**src/rtl/mem_port_arbiter.sv**
```systemverilog
// mem_port_arbiter
//
// Round-robin arbiter and sequencer that shares one 128x8 single-port
// synchronous RAM among NUM_REQ requesters. One command is accepted per
// cycle. The winning command is registered onto the RAM port. The
// one-cycle-latency read data is routed back to the requester that issued
// the command, together with a response strobe.
//
// Timing, with acceptance in cycle T:
//   T    req_ready[i] = 1 (combinational grant)
//   T+1  mem_en = 1; mem_wr/mem_addr/mem_wdata carry the winner's command
//   T+2  rsp_valid[i] = 1; rsp_rdata = mem_rdata (writes get an ack that
//        carries the RAM's old data)
//
// Ports:
//   clk           clock, all logic on the rising edge
//   rst           asynchronous, active-high reset
//   req_valid     per-requester command valid
//   req_ready     one-hot grant; a command is accepted on valid & ready
//   req_wr        per-requester write select (1 = write, 0 = read)
//   req_addr      packed addresses; requester i at [i*AW +: AW]
//   req_wdata     packed write data; requester i at [i*DW +: DW]
//   rsp_valid     one-cycle response strobe to the originating requester
//   rsp_rdata     response data on a shared bus, qualified by rsp_valid
//   mem_en        RAM access strobe
//   mem_wr        RAM write enable
//   mem_addr      RAM address
//   mem_wdata     RAM write data
//   mem_rdata     RAM read data, valid one cycle after mem_en
//   conflict_cnt  contention counter
//
// Build option:
//   ARB_PERF_EN   When this macro is defined, conflict_cnt counts the cycles
//                 in which a valid requester is denied while another
//                 requester is granted. The count saturates at 16'hFFFF.
//                 When the macro is undefined, conflict_cnt is tied to zero.

module mem_port_arbiter #(
  parameter int NUM_REQ = 2,
  parameter int AW      = 7,
  parameter int DW      = 8
) (
  input  logic                  clk,
  input  logic                  rst,
  input  logic [NUM_REQ-1:0]    req_valid,
  output logic [NUM_REQ-1:0]    req_ready,
  input  logic [NUM_REQ-1:0]    req_wr,
  input  logic [NUM_REQ*AW-1:0] req_addr,
  input  logic [NUM_REQ*DW-1:0] req_wdata,
  output logic [NUM_REQ-1:0]    rsp_valid,
  output logic [DW-1:0]         rsp_rdata,
  output logic                  mem_en,
  output logic                  mem_wr,
  output logic [AW-1:0]         mem_addr,
  output logic [DW-1:0]         mem_wdata,
  input  logic [DW-1:0]         mem_rdata,
  output logic [15:0]           conflict_cnt
);

  localparam int IW = (NUM_REQ > 1) ? $clog2(NUM_REQ) : 1;

  logic [IW-1:0]      last_q;
  logic [NUM_REQ-1:0] rot_valid;
  int                 grant_off;
  logic               grant_any;
  logic [IW-1:0]      grant_idx;
  logic [NUM_REQ-1:0] grant_vec;

  logic               win_wr;
  logic [AW-1:0]      win_addr;
  logic [DW-1:0]      win_wdata;

  logic               stage1_valid;
  logic [IW-1:0]      stage1_idx;
  logic               stage2_valid;
  logic [IW-1:0]      stage2_idx;
  logic [DW-1:0]      rdata_hold;

  // Round-robin search. rot_valid[j] is the valid bit of requester
  // (last+1+j) mod NUM_REQ, so the lowest set bit is the next winner.
  always_comb begin
    rot_valid = '0;
    for (int j = 0; j < NUM_REQ; j++) begin
      for (int i = 0; i < NUM_REQ; i++) begin
        if (((int'(last_q) + 1 + j) % NUM_REQ) == i) begin
          rot_valid[j] = req_valid[i];
        end
      end
    end

    grant_any = 1'b0;
    grant_off = 0;
    for (int j = 0; j < NUM_REQ; j++) begin
      if (!grant_any && rot_valid[j]) begin
        grant_any = 1'b1;
        grant_off = j;
      end
    end
    grant_idx = IW'((int'(last_q) + 1 + grant_off) % NUM_REQ);

    // No grant may be issued while the block is held in reset.
    if (rst) begin
      grant_any = 1'b0;
    end

    grant_vec = '0;
    for (int i = 0; i < NUM_REQ; i++) begin
      grant_vec[i] = grant_any && (int'(grant_idx) == i);
    end
  end

  assign req_ready = grant_vec;

  always_comb begin
    win_wr    = 1'b0;
    win_addr  = '0;
    win_wdata = '0;
    for (int i = 0; i < NUM_REQ; i++) begin
      if (grant_vec[i]) begin
        win_wr    = req_wr[i];
        win_addr  = req_addr[i*AW +: AW];
        win_wdata = req_wdata[i*DW +: DW];
      end
    end
  end

  // Command stage and response tag pipeline. The RAM register provides the
  // data stage, so the response strobe lines up with stage2.
  always_ff @(posedge clk or posedge rst) begin
    if (rst) begin
      last_q       <= IW'(NUM_REQ - 1);
      mem_en       <= 1'b0;
      mem_wr       <= 1'b0;
      mem_addr     <= '0;
      mem_wdata    <= '0;
      stage1_valid <= 1'b0;
      stage1_idx   <= '0;
      stage2_valid <= 1'b0;
      stage2_idx   <= '0;
      rdata_hold   <= '0;
    end else begin
      mem_en       <= grant_any;
      stage1_valid <= grant_any;
      if (grant_any) begin
        last_q     <= grant_idx;
        mem_wr     <= win_wr;
        mem_addr   <= win_addr;
        mem_wdata  <= win_wdata;
        stage1_idx <= grant_idx;
      end else begin
        mem_wr     <= 1'b0;
      end
      stage2_valid <= stage1_valid;
      stage2_idx   <= stage1_idx;
      if (stage2_valid) begin
        rdata_hold <= mem_rdata;
      end
    end
  end

  always_comb begin
    rsp_valid = '0;
    for (int i = 0; i < NUM_REQ; i++) begin
      rsp_valid[i] = stage2_valid && (int'(stage2_idx) == i);
    end
  end

  // The RAM output register is the data stage. It is passed straight
  // through during the response cycle. Between responses, rdata_hold keeps
  // the last delivered value on the bus.
  assign rsp_rdata = stage2_valid ? mem_rdata : rdata_hold;

`ifdef ARB_PERF_EN
  logic [15:0] conflict_q;
  logic        conflict_now;

  assign conflict_now = grant_any && (|(req_valid & ~grant_vec));

  always_ff @(posedge clk or posedge rst) begin
    if (rst) begin
      conflict_q <= '0;
    end else if (conflict_now && (conflict_q != 16'hFFFF)) begin
      conflict_q <= conflict_q + 16'd1;
    end
  end

  assign conflict_cnt = conflict_q;
`else
  assign conflict_cnt = 16'h0000;
`endif

endmodule

```
**config.mk**
```make
export PLATFORM = sky130hd
export DESIGN_NAME = mem_port_arbiter
export DESIGN_NICKNAME = d
export VERILOG_FILES = /design/src/rtl/mem_port_arbiter.sv
export SDC_FILE = /design/constraint.sdc
export NUM_CORES = 1
export LEC_CHECK = 0
export CAP_MARGIN = 5
export CORE_MARGIN = 2
export CORE_UTILIZATION = 30
export DETAILED_ROUTE_END_ITERATION = 10
export GPL_ROUTABILITY_DRIVEN = 0
export PLACE_DENSITY = 0.8
export RECOVER_POWER = 25
export SYNTH_ARGS = -nofsm -noshare
export SYNTH_HDL_FRONTEND = slang
export SYNTH_SLANG_ARGS = --single-unit
```
**constraint.sdc**
```tcl
create_clock -name clk -period 5.38 [get_ports clk]
set_clock_uncertainty 0.2 [all_clocks]
set_input_delay 1.614 -clock clk [delete_from_list [all_inputs] [get_ports clk]]
set_output_delay 1.614 -clock clk [all_outputs]
set_load 0.02 [all_outputs]
```
Word-level counts from Yosys, hierarchy flattened
Cells that the tools add are included.
Widths: inputs -> output; s select.

operators by class
  $add $sub $neg = 3
  equal/unequal tests = 2
  mux-type cells = 16
  bitwise operators = 4
  reductions and logical operators = 8

operators with widths
  kind                 number
  $logic_not 32->1     2
  $mux 8               3
  $mux 7               2
  $mux 1               11
  $logic_and 1x1->1    5
  $eq 2x2->1 const B   2
  $add 1x1->1 const B  2
  $and 1x1->1 const A  2
  $not 1->1            2
  $add 1x1->1          1
  $logic_not 1->1      1

storage, ports and cells
  register bits = 29
  input port bits = 44
  output and inout bits = 45
  logic and storage cells = 42

Depth between registers and ports, before layout
Gate-level depths: netlist of run 1.

  word-level depth = 15
  depth in mapped cells = 5
  gate-level depth less buffers = 3

Worst setup path before layout of run 1
OpenSTA, ideal clock, no wires.

  kind = input to output
  from = input rst
  to = output req_ready[0]
  arrival = 2.800 ns
  required time = 3.566 ns
  setup slack = 0.766 ns
  stages = 4
  path buffers = 2
  cell sequence = inv_1 > o211a_1 > buf_2 > buf_6

between the ends
  word-level cells in the longest chain between the ends = 2

RTL lines
  element            RTL line  RTL
  start, declared    44        input logic rst,
  $mux 1             102       if (rst) begin
  $logic_and 1x1->1  108       grant_vec[i] = grant_any && (int'(grant_idx) == i);
  end, declared      46        output logic [NUM_REQ-1:0] req_ready,

No other way between the ends.

Worst setup path in the final report of run 1
  from = input rst
  to = output req_ready[1]

Same word-level chain as after synthesis.

==> metrics.txt, run 1 <==
outcome complete, but fails checks; failing checks max-capacitance violations, max-slew violations; most common cell after layout, fill and taps aside clkdlybuf4s50_1; Via Count approximately 1,000; dpl cells 219; Clock Latency Late Sink 280 ps; Mean Syn Cell Area 13.1 um2; Final Hold Fails 0; slowest stage cell, crit path clkdlybuf4s50_1; Power per Cell Area 297 nW/um2; # fillers 376; Pwr Total between 600 and 700 uW; Cell Rows 23; Mapped Area 1310 um2; RSZ-0062 raised after global routing false; Worst Hold Depth 0; Port Buffers 72; first-pass GRT wire length between 5000 and 6000 um; vias in the first global route 1,104; Final ANT Viol Nets 0; Max clock buf depth 2; area of the multi-input gates 472 um2; # H-tree levels 2; Seq/Total Area, Yosys 55.7%; Synth Instances 100; TritonRoute pass-1 iters 4; initial antenna violation count 0; maximum fanout along the worst path 3; CTS Sinks 29; area grow syn2layout 60.5%; Area contributors post-synth dfrtp_1 54%, a221o_1 12%, buf_4 9.8%, and2_1 7.7%, mux2_2 6.9%; Seq. cell area 727 um2; CTS resizes 0; max-cap violations 1; core box area 4090 um2; Netlist cell types 19; DPL Wire Length 2440 um; commonest cells after routing, fill and taps aside 71 x clkdlybuf4s50_1, 28 x dfrtp_1, 16 x and2_1, 16 x conb_1, 15 x a221o_1; clk slew on worst S/H paths about 60 ps; CP startpoint kind input pin; Leakage slightly above 0.9 nW; total CTS buffers 5; overall global routing resource usage 14.5%; Initial Util 31.9%; WP data required 3570 ps; Post-CTS Setup Bufs 0; Max Fclk 201 MHz; CTS tree built; CTS root buffer clkbuf_8; non-filler cells, final 227; layout cells sized above 1 7.34%; final setup fails 0; EDFF count, synth 0; CP max stage delay 660 ps; kind of critical path input pin to output pin; cts hold-fix bufs 0; total grt overflow 0; area share of the largest cell type after synthesis around 54%; Setup WS post-layout between 400 and 500 ps; measured slew at the worst slew-check pin around 1500 ps; Worst Hold Class flip-flop to flip-flop; asr flop ratio synth 100%; Fin Setup TNS 0 ps; Seq cells post-synth 29; Peak VDD IR 0.146 mV; Die Width 70.0 um; cell taking the most area after synthesis dfrtp_1; WL per Instance between 10 and 15 um; # IOs 89; final WL 3320 um; largest net degree at the start of global routing 30; Die Span Y 70.0 um; Die Area 4890 um2; Placement Setup Slack 446 ps; Worst R2R Path Depth 3; diodes inserted 0; Synth Flop Type dfrtp_1; minimum clock period about 5000 ps; fin. max-slew vios 30; YS warnings 0; Period Utilization, post-route 92.6%; drt initial violations 57; Vias/cell 4.48; # nets final 220; slew margin rel. -2.79%; DRC viols 0; CP Cell Sequence dlygate4sd3_1 > a211oi_4 > clkdlybuf4s50_1; crit path capture type output pin; critical path arrival 3170 ps
-- cells by family after synthesis --
group                  share of synthesized area, %
flip-flops                                     55.7
buffers and inverters                          12.5
AO/OA/AOI/OAI                                  16.5
AND/OR/NAND/NOR                                8.15
multiplexers                                   6.90
other                                         0.287
-- path summary, 6_finish.rpt --
check                              from  slack, ps       endpoint
max                                 rst        400   req_ready[1]
min                        stage1_valid        180   stage2_valid
max reg2reg                      last_q       3810    mem_addr[4]
min reg2reg                stage1_valid        180   stage2_valid
max in group asynchronous           rst       1850  rdata_hold[6]
min in group asynchronous           rst       2230     stage1_idx
-- synthesized netlist by cell type (2+ instances only) --
master / count
a221o_1: 15
mux2_2: 8
a21o_1: 2
dfrtp_1: 28
buf_4: 17
inv_1: 2
and2_1: 16
-- per-layer routing --
metal | vias up | global-route usage [%] | wire length [um]
li1 | 474 | - | -
met1 | 479 | 17.8 | 1450
met2 | 59 | 23.4 | 1570
met3 | 4 | 5.19 | 275
met4 | 0 | 5.77 | 23
met5 | - | 0 | 0
-- registers in the layout, indices dropped and copies added, names as in the netlist --
name,count
stage2_valid,1
mem_addr,7
stage1_valid,1
mem_wdata,8
stage1_idx,1
last_q,1
stage2_idx,1
rdata_hold,8
mem_wr,1
-- stage by stage --
stage | instance area [um2] | util, % | hold slack [ps]
after floorplan | 1360 | - | 154
after global placement | 2020 | 49.3 | 157
after detailed placement | 2020 | 49.3 | 162
after CTS | 2100 | 51.3 | 175
after global routing | 2090 | 51.3 | 189
final | 2090 | 51.3 | 176
-- worst max-delay path, delay by kind of cell --
kind | cells | cell delay, ps
compound gates | 1 | 290
buf+inv | 2 | 1260
-- power by group --
part	total, mW	internal (mW)	switching, mW	leakage, nW
combinational	0.192	0.102	0.0895	0.522
sequential	0.262	0.248	0.0140	0.351
clock	0.169	0.0893	0.0795	0.0450
total	0.623	0.440	0.183	0.918
-- area by class of cell --
class	count	share of cell area [%]
clock buffers	6	3.46
clock inverters	2	0.478
inverters	3	0.538
multi-input cells	62	22.5
flip-flops and latches	29	34.7
well taps	50	2.99
repair buffers	75	35.3
(Power assumes the default switching activity.)
==> run 2, diff against run 1 <==
Clock period 5.38 ns to 4.78 ns, I/O delays scaled along.
==> metrics.txt, run 2 (synthesis gave the netlist of run 1 again) <==
power share of the sequential group 42.2% (about the same); reg2reg end mem_addr[5]; Power per Cell Area 333 nW/um2 (+12%); Die Span Y 70.0 um (unchanged); CTS tree built; TritonRoute pass-1 iters 4 (unchanged); area grow syn2layout 60.5% (unchanged); max-cap violations 1 (unchanged); core box area 4090 um2 (unchanged); non-filler cells, final 227 (unchanged); Area after DPL 2020 um2 (unchanged); WL per Instance 14.0 um (-4.1%); dpl cells 219 (unchanged); Reg2Reg Setup Slack 3220 ps (-590 ps); crit path capture type output pin; Worst R2R Path Depth 3 (unchanged); DRC viols 0 (unchanged); Post-Layout Inst Area 2090 um2 (unchanged); WP data required 3150 ps (-420 ps); Leakage 0.918 nW (unchanged); biggest regs mem_wdata x8, rdata_hold x8, mem_addr x7; Internal Pwr Total 495 uW (+13%); first-pass GRT wire length 5250 um (-4.2%); sw frac 29.1% (-0.33 points); total grt overflow 0 (unchanged); initial antenna violation count 0 (unchanged); kind of critical path input pin to output pin; Clock Power Share 26.9% (-0.2 points); Clock Latency Late Sink 270 ps (about the same); slew margin rel. -1.83% (+0.95 points); Max clock buf depth 2 (unchanged); largest net degree at the start of global routing 30 (unchanged); P_sw 203 uW (+11%); overall global routing resource usage 13.9% (-0.68 points); Die Area 4890 um2 (unchanged); Worst Hold Class flip-flop to flip-flop; Die Width 70.0 um (unchanged); DPL Wire Length 2300 um (-5.5%); maximum fanout along the worst path 3 (unchanged); combinational group share of total power 30.8% (about the same); CP startpoint kind input pin; drt initial violations 62 (+8.8%); Fin Setup TNS 0 ps (unchanged); # IOs 89 (unchanged); failing checks max-capacitance violations, max-slew violations; clk slew on worst S/H paths 60 ps (about the same); Period Utilization, post-route roughly 97%; minimum clock period about 4600 ps; Cell Rows 23 (unchanged); RSZ-0062 raised after global routing false; Port Buffers 72 (unchanged); Peak VDD IR 0.158 mV (+8.3%); CTS Sinks 29 (unchanged); # H-tree levels 2 (unchanged); critical path arrival 3000 ps (-170 ps); most common cell after layout, fill and taps aside clkdlybuf4s50_1; CTS resizes 0 (unchanged); total CTS buffers 5 (unchanged); final setup fails 0 (unchanged); fin. max-slew vios 30 (unchanged); vias in the first global route 1,079 (-2.3%); final WL 3180 um (-4.1%); diodes inserted 0 (unchanged); Hold Startpoint stage1_valid; CTS root buffer clkbuf_8; # fillers 391 (+4.0%); Max Fclk 216 MHz; worst reg2reg startpoint last_q; measured slew at the worst slew-check pin 1530 ps (-14.3 ps); outcome complete, but fails checks; Worst Hold Depth 0 (unchanged); # nets final 220 (unchanged); Hold EP stage2_valid; Post-CTS Setup Bufs 0 (unchanged); layout cells sized above 1 7.34% (unchanged); commonest cells after routing, fill and taps aside 71 x clkdlybuf4s50_1, 28 x dfrtp_1, 16 x and2_1, 16 x conb_1, 15 x a221o_1; cts hold-fix bufs 0 (unchanged); Via Count 1,015 (-0.098%); Vias/cell 4.47 (about the same); Initial Util 31.9% (unchanged); Final ANT Viol Nets 0 (unchanged); Final Hold Fails 0 (unchanged)
[run 2: cell counts in the layout (fill, tap and decap cells not counted)]
No cell type changed its count.
[run 2: worst max path at each step]
stage          slack, ps  cells after the start      endpoint    startpoint
2_1_floorplan        530                      4  req_ready[0]           rst
3_3_place_gp         200                      3  req_ready[1]  req_valid[0]
3_5_place_dp         200                      3  req_ready[1]  req_valid[0]
4_1_cts              190                      3  req_ready[1]  req_valid[0]
5_1_grt               90                      3  req_ready[1]           rst
6_report             140                      3  req_ready[1]           rst
[run 2: area by class of cell]
| class | instances | area [um2] | area share (%) |
|---|---|---|---|
| clock inverter | 2 | 10.0 | 0.478 |
| multi-input combinational | 62 | 472 | 22.5 |
| clock buffer | 6 | 72.6 | 3.46 |
| sequential | 29 | 727 | 34.7 |
| inverter | 3 | 11.3 | 0.538 |
| timing repair buffer | 75 | 739 | 35.3 |
| tap | 50 | 62.6 | 2.99 |
[run 2: through the flow]
step	worst slack [ps]	utilization [%]	hold slack [ps]	total power, mW
6_report	144	51.3	176	0.698
5_1_grt	91.2	51.3	190	0.739
4_1_cts	186	51.3	180	0.713
3_5_place_dp	200	49.3	166	0.519
3_3_place_gp	204	49.3	157	0.516
2_1_floorplan	526	-	154	0.415
[run 2: power by group through the flow]
stage | Sequential, mW | Combinational (mW) | Clock, mW
6_report | 0.295 | 0.215 | 0.188
4_1_cts | 0.295 | 0.221 | 0.197
3_5_place_dp | 0.299 | 0.220 | 0
5_1_grt | 0.299 | 0.229 | 0.211
3_3_place_gp | 0.298 | 0.218 | 0
2_1_floorplan | 0.322 | 0.0931 | 0
[run 2: layer usage]
| metal | global-route usage [%] | vias up | part of all wire (%) |
|---|---|---|---|
| li1 | - | 473 | - |
| met1 | 17.5 | 480 | 44 |
| met2 | 21.9 | 55 | 46 |
| met3 | 4.33 | 7 | 8.3 |
| met4 | 5.77 | 0 | 1.7 |
| met5 | 0 | - | 0 |
[run 2: worst max-delay path: stages]
cell             delay [ps]
dlygate4sd3_1           600
a211oi_4                300
clkdlybuf4s50_1         670
==> run 3, diff against run 2 <==
Settings changed: GPL_TIMING_DRIVEN set to 0.
==> metrics.txt, run 3 (synthesis gave the netlist of run 1 again) <==
diodes inserted 0 (unchanged); final WL 3250 um (+1.9%); CTS root buffer clkbuf_8; Internal Pwr Total 536 uW (+8.2%); P_sw 205 uW (+1.0%); Clock Latency Late Sink 270 ps (about the same); final setup fails 0 (unchanged); CP startpoint kind input pin; vias in the first global route 1,096 (+1.6%); most common cell after layout, fill and taps aside clkdlybuf4s50_1; slew margin rel. 51.6% (+53 points); measured slew at the worst slew-check pin 727 ps (-801 ps); drt initial violations 30 (-52%); Final Hold Fails 0 (unchanged); Power per Cell Area 327 nW/um2 (-2.0%); power share of the sequential group 39.6% (-2.6 points); kind of critical path input pin to output pin; Die Span Y 70.0 um (unchanged); Leakage 1.04 nW (+13%); maximum fanout along the worst path 10 (+7); Via Count 1,058 (+4.2%); largest net degree at the start of global routing 16 (-47%); crit path capture type output pin; Period Utilization, post-route 96.6% (-0.40 points); metal2 WL 1600 um (+9.5%); Hold Slack 184 ps (+8.01 ps); DPL Wire Length 2340 um (+1.8%); combinational group share of total power 31.0% (+0.2 points); clk slew on worst S/H paths 60 ps (about the same); total CTS buffers 5 (unchanged); # nets final 241 (+9.5%); WL per Instance 13.1 um (-6.7%); Cell Rows 23 (unchanged); TritonRoute pass-1 iters 4 (unchanged); CTS Sinks 29 (unchanged); initial antenna violation count 0 (unchanged); layout cells sized above 1 18.7% (+11 points); Final ANT Viol Nets 0 (unchanged); Port Buffers 72 (unchanged); area grow syn2layout 73.7%; Worst Hold Class flip-flop to flip-flop; commonest cells after routing, fill and taps aside 70 x clkdlybuf4s50_1, 28 x dfrtp_1, 18 x buf_4; highest metal used met4; # IOs 89 (unchanged); total grt overflow 0 (unchanged); # fillers 379 (-3.1%); Fin Setup TNS 0 ps (unchanged); cts hold-fix bufs 0 (unchanged); # H-tree levels 2 (unchanged); sw frac 27.7% (-1.4 points); Peak VDD IR 0.133 mV (-16%); Clock Power Share 29.3% (+2.4 points); max-cap violations 0 (-1); Worst Hold Depth 0 (unchanged); Detail Route met3 WL 298 um (+12%); outcome finished clean; Vias/cell 4.27 (-4.6%); Max Fclk 217 MHz (+0.41%); first-pass GRT wire length 5420 um (+3.2%); DRC viols 0 (unchanged); Die Width 70.0 um (unchanged); WP data required 3150 ps (about the same); critical path arrival 2980 ps (-20 ps); fin. max-slew vios 0 (-100%); minimum clock period 4620 ps (-19.1 ps); Worst R2R Path Depth 4 (+1); RSZ-0062 raised after global routing false; Post-Route M1 WL 1340 um (-4.3%); overall global routing resource usage 14.2% (+0.34 points); Max clock buf depth 2 (unchanged); Die Area 4890 um2 (unchanged); CTS tree built; Initial Util 31.9% (unchanged); core box area 4090 um2 (unchanged); biggest regs mem_wdata x8, rdata_hold x8, mem_addr x7
-- run 3: changes by cell type in the layout (fill, tap and decap cells not counted), moves of 2 or more --
cell      delta
clkbuf_8     +2
buf_4       +16
mux2_2       +3
mux2_1       -3
-- run 3: timing repair --
| item | in CTS | in global routing |
|---|---|---|
| gates resized for setup | 2 | 1 |
| buffers inserted | 2 | 0 |
| gates cloned | 1 | 0 |
| pin swaps | 1 | 0 |
| setup endpoints to repair | 2 | 1 |
-- run 3: critical path, stage by stage --
cell and delay (ps):
clkdlybuf4s50_1 630, clkinvlp_4 150, o211a_1 110, buf_2 170, buf_6 160, dlygate4sd2_1 320
-- run 3: routing by layer --
| metal | vias to the layer above | track usage [%] |
|---|---|---|
| met5 | - | 0 |
| met3 | 2 | 5.19 |
| met1 | 485 | 17.2 |
| met4 | 0 | 4.49 |
| li1 | 516 | - |
| met2 | 55 | 23.5 |
-- run 3: final timing paths --
check | start | end | slack, ps
max | rst | req_ready[0] | 160
min in group asynchronous | rst | mem_wdata[5] | 1540
min reg2reg | stage1_idx | stage2_idx | 180
max reg2reg | last_q | mem_wdata[0] | 3230
max in group asynchronous | rst | rdata_hold[3] | 2240
min | stage1_idx | stage2_idx | 180
-- run 3: power groups by stage --
stage | Sequential [mW] | Clock (mW) | Combinational (mW)
global route | 0.297 | 0.240 | 0.246
finish | 0.293 | 0.217 | 0.230
CTS | 0.294 | 0.228 | 0.235
floorplan | 0.322 | 0 | 0.0931
detailed placement | 0.297 | 0 | 0.232
global placement | 0.296 | 0 | 0.229
-- run 3: stage by stage --
stage / power (mW) / cells / utilization (%) / setup slack (ps) / instance area [um2]
floorplan: 0.415 / 115 / - / 526 / 1360
global placement: 0.525 / 237 / 52.5 / -936 / 2140
detailed placement: 0.530 / 237 / 52.5 / -942 / 2140
CTS: 0.756 / 248 / 55.5 / 51.3 / 2270
global route: 0.783 / 248 / 55.5 / 88.6 / 2270
finish: 0.740 / 248 / 55.5 / 163 / 2270
-- run 3: area by class of cell --
cell class	count	area [um2]	share of cell area, %
plain buffers	21	151	6.68
flip-flops and latches	29	727	32.1
clock buffers	7	96.3	4.25
repair inverters	1	5.00	0.221
inverters	3	15.0	0.662
well taps	50	62.6	2.76
multi-input cells	62	472	20.8
repair buffers	74	733	32.3
clock inverters	1	5.00	0.221
